$ cat src/rtl/i2c_seq_pkg.sv
// i2c_seq_pkg: shared state encoding, constants and beat helpers for i2c_reg_sequencer.
package i2c_seq_pkg;

    typedef enum logic [1:0] {ST_IDLE, ST_RUN, ST_DRAIN, ST_RESP} state_t;

    localparam logic I2C_SEQ_W      = 1'b0;
    localparam logic I2C_SEQ_R      = 1'b1;
    localparam int   I2C_SEQ_MAX_RD = 4;
    localparam int   BEAT_W         = 3;

    typedef logic [BEAT_W-1:0] beat_t;

    // Index of the final beat: one data byte after the pointer for writes,
    // rlen+1 read bytes after the pointer for reads.
    function automatic beat_t last_beat(input logic rw, input logic [1:0] rlen);
        return rw ? beat_t'(rlen) + beat_t'(1) : beat_t'(1);
    endfunction

endpackage

$ cat src/rtl/i2c_busy_sync.sv
// i2c_busy_sync: two-flop synchroniser for the master busy flag with rise/fall pulses.
module i2c_busy_sync (
    input  logic clk,
    input  logic reset,
    input  logic busy_in,
    output logic busy,
    output logic rise,
    output logic fall
);

    logic s1, s2, s3;

    // Two synchronising stages plus one history stage for edge detection.
    always_ff @(posedge clk or posedge reset) begin
        if (reset) begin
            s1 <= 1'b0;
            s2 <= 1'b0;
            s3 <= 1'b0;
        end else begin
            s1 <= busy_in;
            s2 <= s1;
            s3 <= s2;
        end
    end

    assign busy = s2;
    assign rise = s2 & ~s3;
    assign fall = ~s2 & s3;

endmodule

$ cat src/rtl/i2c_reg_sequencer.sv
// i2c_reg_sequencer: sequences register write/read commands onto a byte-level I2C master.
// Optional busy watchdog is compiled in when I2C_SEQ_TIMEOUT_EN is defined.
module i2c_reg_sequencer
    import i2c_seq_pkg::*;
#(
    parameter int TIMEOUT_CYCLES = 65535
) (
    input  logic                        clk,
    input  logic                        reset,
    input  logic                        cmd_valid,
    output logic                        cmd_ready,
    input  logic                        cmd_rw,
    input  logic [6:0]                  cmd_dev,
    input  logic [7:0]                  cmd_reg,
    input  logic [7:0]                  cmd_wdata,
    input  logic [1:0]                  cmd_rlen,
    output logic                        rsp_valid,
    output logic [8*I2C_SEQ_MAX_RD-1:0] rsp_rdata,
    output logic                        rsp_err,
    output logic                        mst_ena,
    output logic [6:0]                  mst_addr,
    output logic                        mst_rw,
    output logic [7:0]                  mst_data_wr,
    input  logic                        mst_busy,
    input  logic [7:0]                  mst_data_rd,
    input  logic                        mst_ack_error
);

    state_t      state;
    beat_t       beat;
    beat_t       last;
    logic        rw_q;
    logic [7:0]  wdata_q;
    logic [1:0]  rlen_q;
    logic        err;
    logic        seen_low;
    logic        busy_s;
    logic        rise;
    logic        fall;
    logic        timeout;
    logic [1:0]  rd_idx;

    i2c_busy_sync u_sync (
        .clk     (clk),
        .reset   (reset),
        .busy_in (mst_busy),
        .busy    (busy_s),
        .rise    (rise),
        .fall    (fall)
    );

    assign last    = last_beat(rw_q, rlen_q);
    // A fall while presenting beat n ends beat n-1, which carries read byte n-2.
    assign rd_idx  = 2'(beat - beat_t'(2));
    assign rsp_err = err;

`ifdef I2C_SEQ_TIMEOUT_EN
    localparam logic [15:0] WDOG_LIM = 16'(TIMEOUT_CYCLES - 1);
    logic [15:0] wdog;

    // Watchdog restarts on every synchronised busy edge and runs only while a command is active.
    always_ff @(posedge clk or posedge reset) begin
        if (reset)
            wdog <= '0;
        else if (state == ST_IDLE || rise || fall)
            wdog <= '0;
        else if (state != ST_RESP)
            wdog <= wdog + 16'd1;
    end

    assign timeout = (state == ST_RUN || state == ST_DRAIN) && !(rise || fall) && wdog == WDOG_LIM;
`else
    localparam int unused_timeout = TIMEOUT_CYCLES;
    assign timeout = 1'b0;
`endif

    // Command FSM: accepts a command, walks the beat list on busy rises, drains, then responds.
    always_ff @(posedge clk or posedge reset) begin
        if (reset) begin
            state       <= ST_IDLE;
            beat        <= '0;
            rw_q        <= I2C_SEQ_W;
            wdata_q     <= '0;
            rlen_q      <= '0;
            err         <= 1'b0;
            seen_low    <= 1'b0;
            cmd_ready   <= 1'b0;
            rsp_valid   <= 1'b0;
            rsp_rdata   <= '0;
            mst_ena     <= 1'b0;
            mst_addr    <= '0;
            mst_rw      <= 1'b0;
            mst_data_wr <= '0;
        end else begin
            if (state != ST_IDLE && mst_ack_error)
                err <= 1'b1;
            case (state)
                ST_IDLE: begin
                    cmd_ready <= 1'b1;
                    if (cmd_valid && cmd_ready) begin
                        state       <= ST_RUN;
                        cmd_ready   <= 1'b0;
                        rw_q        <= cmd_rw;
                        wdata_q     <= cmd_wdata;
                        rlen_q      <= cmd_rlen;
                        beat        <= '0;
                        err         <= 1'b0;
                        rsp_rdata   <= '0;
                        mst_ena     <= 1'b1;
                        mst_addr    <= cmd_dev;
                        mst_rw      <= I2C_SEQ_W;
                        mst_data_wr <= cmd_reg;
                    end
                end
                ST_RUN: begin
                    if (timeout) begin
                        mst_ena   <= 1'b0;
                        err       <= 1'b1;
                        rsp_valid <= 1'b1;
                        state     <= ST_RESP;
                    end else begin
                        if (fall && rw_q && beat >= beat_t'(2))
                            rsp_rdata[{rd_idx, 3'b000} +: 8] <= mst_data_rd;
                        if (rise) begin
                            if (beat == last) begin
                                mst_ena  <= 1'b0;
                                seen_low <= 1'b0;
                                state    <= ST_DRAIN;
                            end else begin
                                beat        <= beat + beat_t'(1);
                                mst_rw      <= rw_q;
                                mst_data_wr <= rw_q ? 8'h00 : wdata_q;
                            end
                        end
                    end
                end
                ST_DRAIN: begin
                    if (timeout) begin
                        err       <= 1'b1;
                        rsp_valid <= 1'b1;
                        state     <= ST_RESP;
                    end else if (busy_s) begin
                        seen_low <= 1'b0;
                    end else if (seen_low) begin
                        rsp_valid <= 1'b1;
                        state     <= ST_RESP;
                    end else begin
                        seen_low <= 1'b1;
                        if (rw_q)
                            rsp_rdata[{rlen_q, 3'b000} +: 8] <= mst_data_rd;
                    end
                end
                ST_RESP: begin
                    rsp_valid <= 1'b0;
                    cmd_ready <= 1'b1;
                    state     <= ST_IDLE;
                end
            endcase
        end
    end

endmodule

$ cat config.mk
export PLATFORM = sky130hd
export DESIGN_NAME = i2c_reg_sequencer
export DESIGN_NICKNAME = d
export VERILOG_FILES = /design/src/rtl/i2c_seq_pkg.sv /design/src/rtl/i2c_busy_sync.sv /design/src/rtl/i2c_reg_sequencer.sv
export SDC_FILE = /design/constraint.sdc
export NUM_CORES = 1
export LEC_CHECK = 0
export BUFFER_PORTS_ARGS = -buffer_cell sky130_fd_sc_hd__buf_2
export CAP_MARGIN = 15
export CORE_MARGIN = 5
export CORE_UTILIZATION = 40
export CTS_BUF_LIST = sky130_fd_sc_hd__clkbuf_2 sky130_fd_sc_hd__clkbuf_4 sky130_fd_sc_hd__clkbuf_8
export DETAILED_ROUTE_END_ITERATION = 7
export PLACE_DENSITY = 0.7
export RECOVER_POWER = 25
export SYNTH_ARGS = -nofsm -noshare
export SYNTH_HDL_FRONTEND = slang
export SYNTH_SLANG_ARGS = --single-unit
export TNS_END_PERCENT = 20
$ cat constraint.sdc
create_clock -name clk -period 2.7 [get_ports clk]
set_input_delay 0.54 -clock clk [delete_from_list [all_inputs] [get_ports clk]]
set_output_delay 0.54 -clock clk [all_outputs]
set_load 0.005 [all_outputs]
==> out/qor.csv <==
stage,metric,value,unit
logic_synthesis,avgSynthCellArea,11.4,sq um
min_path,hold_start,mst_busy,
pwr,power.density,1110,nW/um^2
outcome,status,"complete, no violations",
logic_synthesis,synthSimpleGateAreaFrac,12.6,%
place,dpl_cell_area,4050,sq um
timing,max_slew_margin,5.78,%
pwr,p_sw,1.95,mW
pwr,peakVddDrop,0.000447,V
timing,hold_slack,0.294,ns
cells_and_area,nets,456,
worst_setup_path,r2r_start,rlen_q[1]$_DFFE_PP0P_,
clocking,clockBufferDepth,2,
clocking,path_clk_slew,0.07,ns
logic_synthesis,synth_compound_area_share,18.2,%
logic_synthesis,synth_xor_area_share,0.252,%
flow_run,drv_cap,0,
clocking,h-tree-depth,3,
clocking,root_buffer,clkbuf_8,
route,wirelength,8530,microns
pwr,internal_power,2.74,mW
timing,max_freq,442,MHz
logic_synthesis,muxShareOfSynthArea,7.71,%
global_route,grt_max_degree,38,
clocking,cts_tree,yes,
logic_synthesis,ys.flop_type,dfrtp_1,
clocking,post_cts.repair.setup_buffers,0,
logic_synthesis,synth_top_family_by_area,compound AO/OA/AOI/OAI gates,
global_route,grt_usage,17.0,%
worst_setup_path,worstPathMaxFanout,7,
timing,setup-tns-final,0,ns
cells_and_area,syn_to_final_growth,21.6,%
die,die_x,103,microns
route,postRouteAntennaNets,0,
place,pre_cts_ws,0.441,ns
logic_synthesis,ys_seq_elements,72,
clocking,numCtsBuffers,9,
timing,hold_viol,0,
logic_synthesis,synth_edf_count,0,
pwr,seqPwrFrac,35.1,%
route,drtPass1Iterations,5,
place,hpwl,6250,microns
timing,post-route-period-util,83.9,%
cells_and_area,layout-drive-gt1-share,35.6,%
global_route,antenna_found_initial,0,
die,rows,34,
logic_synthesis,synthCells,306,
clocking,clkLatencyLatePin,0.35,ns
timing,fin_crit,2.26,ns
pwr,pwr-share-clk,18.0,%
die,initial_core_util,40.4,%
route,via_count,2793,
pwr,p_leak,2.10,nW
logic_synthesis,ys_seq_area_share,51.9,%
timing,fin_worst_skew,0.00612,ns
logic_synthesis,synthAdderAreaFrac,5.76,%
timing,layout_setup_ws,0.435,ns
die,core_area,8590,sq um
die,ioPinCount,91,
place,place_congestion,0.916,
global_route,grt_pass1_wl,14000,microns
clocking,cts_resized,0,
route,vias_per_cell,5.44,
worst_setup_path,crit_type,register to register,
worst_setup_path,startpoint,rlen_q[1]$_DFFE_PP0P_,
clocking,postCtsHoldBufs,0,
logic_synthesis,synth_area_leaders,"dfrtp_1 (52%), mux2_2 (6.8%), o2bb2ai_1 (6.3%)",
route,drtIter0Drc,122,
die,die_area,10600,sq um
cells_and_area,fin_area,4230,sq um
logic_synthesis,async_flop_share,100,%
min_path,hold_class,input pin to register,
die,die_h,103,microns
place,port_buffers,90,
worst_setup_path,required,2.93,ns
route,drc_errors,0,
timing,worstMarginPinSlew,1.41,ns
logic_synthesis,synth_top_area_share,51.9,%
clocking,clock_sinks,72,
timing,finalSetupViolations,0,
logic_synthesis,synth_nets,361,
logic_synthesis,synth_area,3470,sq um
route,routedWlPerCell,16.6,microns
pwr,p_sw_share,41.6,%
pwr,pwr-share-comb,46.9,%
timing,slew_violations,0,
global_route,grt_pass1_vias,2806,
worst_setup_path,arrival,2.50,ns
cells_and_area,n_antenna_cell,0,
timing,rsz0062_at_grt,no,
global_route,grt_overflow_total,0,
logic_synthesis,yosys_warnings,0,
logic_synthesis,synth.largest_area_cell,dfrtp_1,
worst_setup_path,endpoint_kind,register,
logic_synthesis,synth_cell_types,43,
worst_setup_path,critPathLaunchType,register,
[registers in the layout (all words and copies together), names as in the netlist]
name,cells
beat,3
cmd_ready,1
mst_addr,7
mst_data_wr,8
mst_ena,1
mst_rw,1
rlen_q,2
rsp_err,1
rsp_rdata,32
rsp_valid,1
rw_q,1
seen_low,1
state,2
u_sync.busy,1
u_sync.s1,1
u_sync.s3,1
wdata_q,8
[cell usage after synthesis (2+ instances only)]
| library cell | number |
|---|---|
| nor2_1 | 8 |
| nand4_1 | 5 |
| o22ai_1 | 4 |
| nand2_2 | 5 |
| ha_1 | 16 |
| nor2b_1 | 4 |
| clkbuf_1 | 6 |
| nand3b_1 | 2 |
| mux2i_1 | 2 |
| buf_2 | 5 |
| nor3_1 | 3 |
| a22o_1 | 11 |
| o21ai_0 | 8 |
| o21ai_1 | 3 |
| nand2_1 | 38 |
| o2bb2ai_1 | 25 |
| dfrtp_1 | 72 |
| and3b_1 | 2 |
| nand2b_1 | 7 |
| nand3_1 | 5 |
| a32o_1 | 8 |
| a21oi_1 | 13 |
| nand4b_1 | 2 |
| mux2_2 | 21 |
| buf_6 | 2 |
| inv_1 | 12 |
[per-stage QoR]
step           total power [mW]  util [%]  cells
6_report                   4.69      49.2    513
5_1_grt                    5.08      49.2    513
4_1_cts                    4.75      49.4    513
3_5_place_dp               3.89      47.2    498
3_3_place_gp               3.84      47.2    498
2_1_floorplan              3.21         -    306
[area by class of cell]
class | count | area (sq um)
Fill cell | 810 | 4370
Sequential cell | 72 | 1800
Multi-Input combinational cell | 208 | 1550
Timing Repair Buffer | 98 | 504
Clock buffer | 11 | 145
Tap cell | 108 | 135
Clock inverter | 4 | 45.0
Inverter | 12 | 45.0
[worst max-delay path, stage by stage (launching register included)]
cell	delay [ns]
dfrtp_1	0.39
inv_1	0.09
ha_1	0.38
o21ai_0	0.35
nand4_1	0.16
o221ai_2	0.24
o211a_1	0.22
mux2_1	0.32
[placed cells by master (no fill, tap or decap), types with 8 or more instances in the layout]
cell and count:
ha_1 16, inv_1 12, a32o_1 8, mux2_2 21, nand2_1 38, nor2_1 8
dfrtp_1 72, a22o_1 11, a21oi_1 13, buf_2 90, clkbuf_8 10, o21ai_0 8
o2bb2ai_1 25
[metal layers]
layer | track usage, % | wire [microns]
met1 | 22.3 | 3720
met5 | 0 | 0
met4 | 7.27 | 205
met2 | 26.1 | 3840
met3 | 4.90 | 769
[power groups by stage]
stage / clock network, mW / logic, mW / registers (mW)
2_1_floorplan: 0 / 1.58 / 1.63
3_3_place_gp: 0 / 2.19 / 1.65
3_5_place_dp: 0 / 2.23 / 1.66
4_1_cts: 0.870 / 2.23 / 1.65
5_1_grt: 0.920 / 2.47 / 1.69
6_report: 0.846 / 2.20 / 1.65
[cell families (layout without fill, tap and decap cells)]
| family | after synthesis | in the layout |
|---|---|---|
| muxes | 24 | 24 |
| and+or+nand+nor | 86 | 86 |
| AOI/OAI and AO/OA | 81 | 81 |
| adders and majority gates | 16 | 16 |
| DFF | 72 | 72 |
| xor gates and xnor gates | 1 | 1 |
| buffers and inverters | 26 | 125 |
[worst paths after layout]
kind / end / slack (ns) / cells past startpoint
max: state[1]$_DFFE_PP0P_ / 0.44 / 7
min: u_sync.s1$_DFF_PP0_ / 0.29 / 1
max reg2reg: state[1]$_DFFE_PP0P_ / 0.44 / 7
min reg2reg: u_sync.busy$_DFF_PP0_ / 0.35 / 0
max in group asynchronous: rsp_rdata[14]$_DFFE_PP0P_ / 0.63 / 3
min in group asynchronous: mst_addr[6]$_DFFE_PP0P_ / 0.59 / 2
Note: power is estimated with default switching activity, not from simulation.
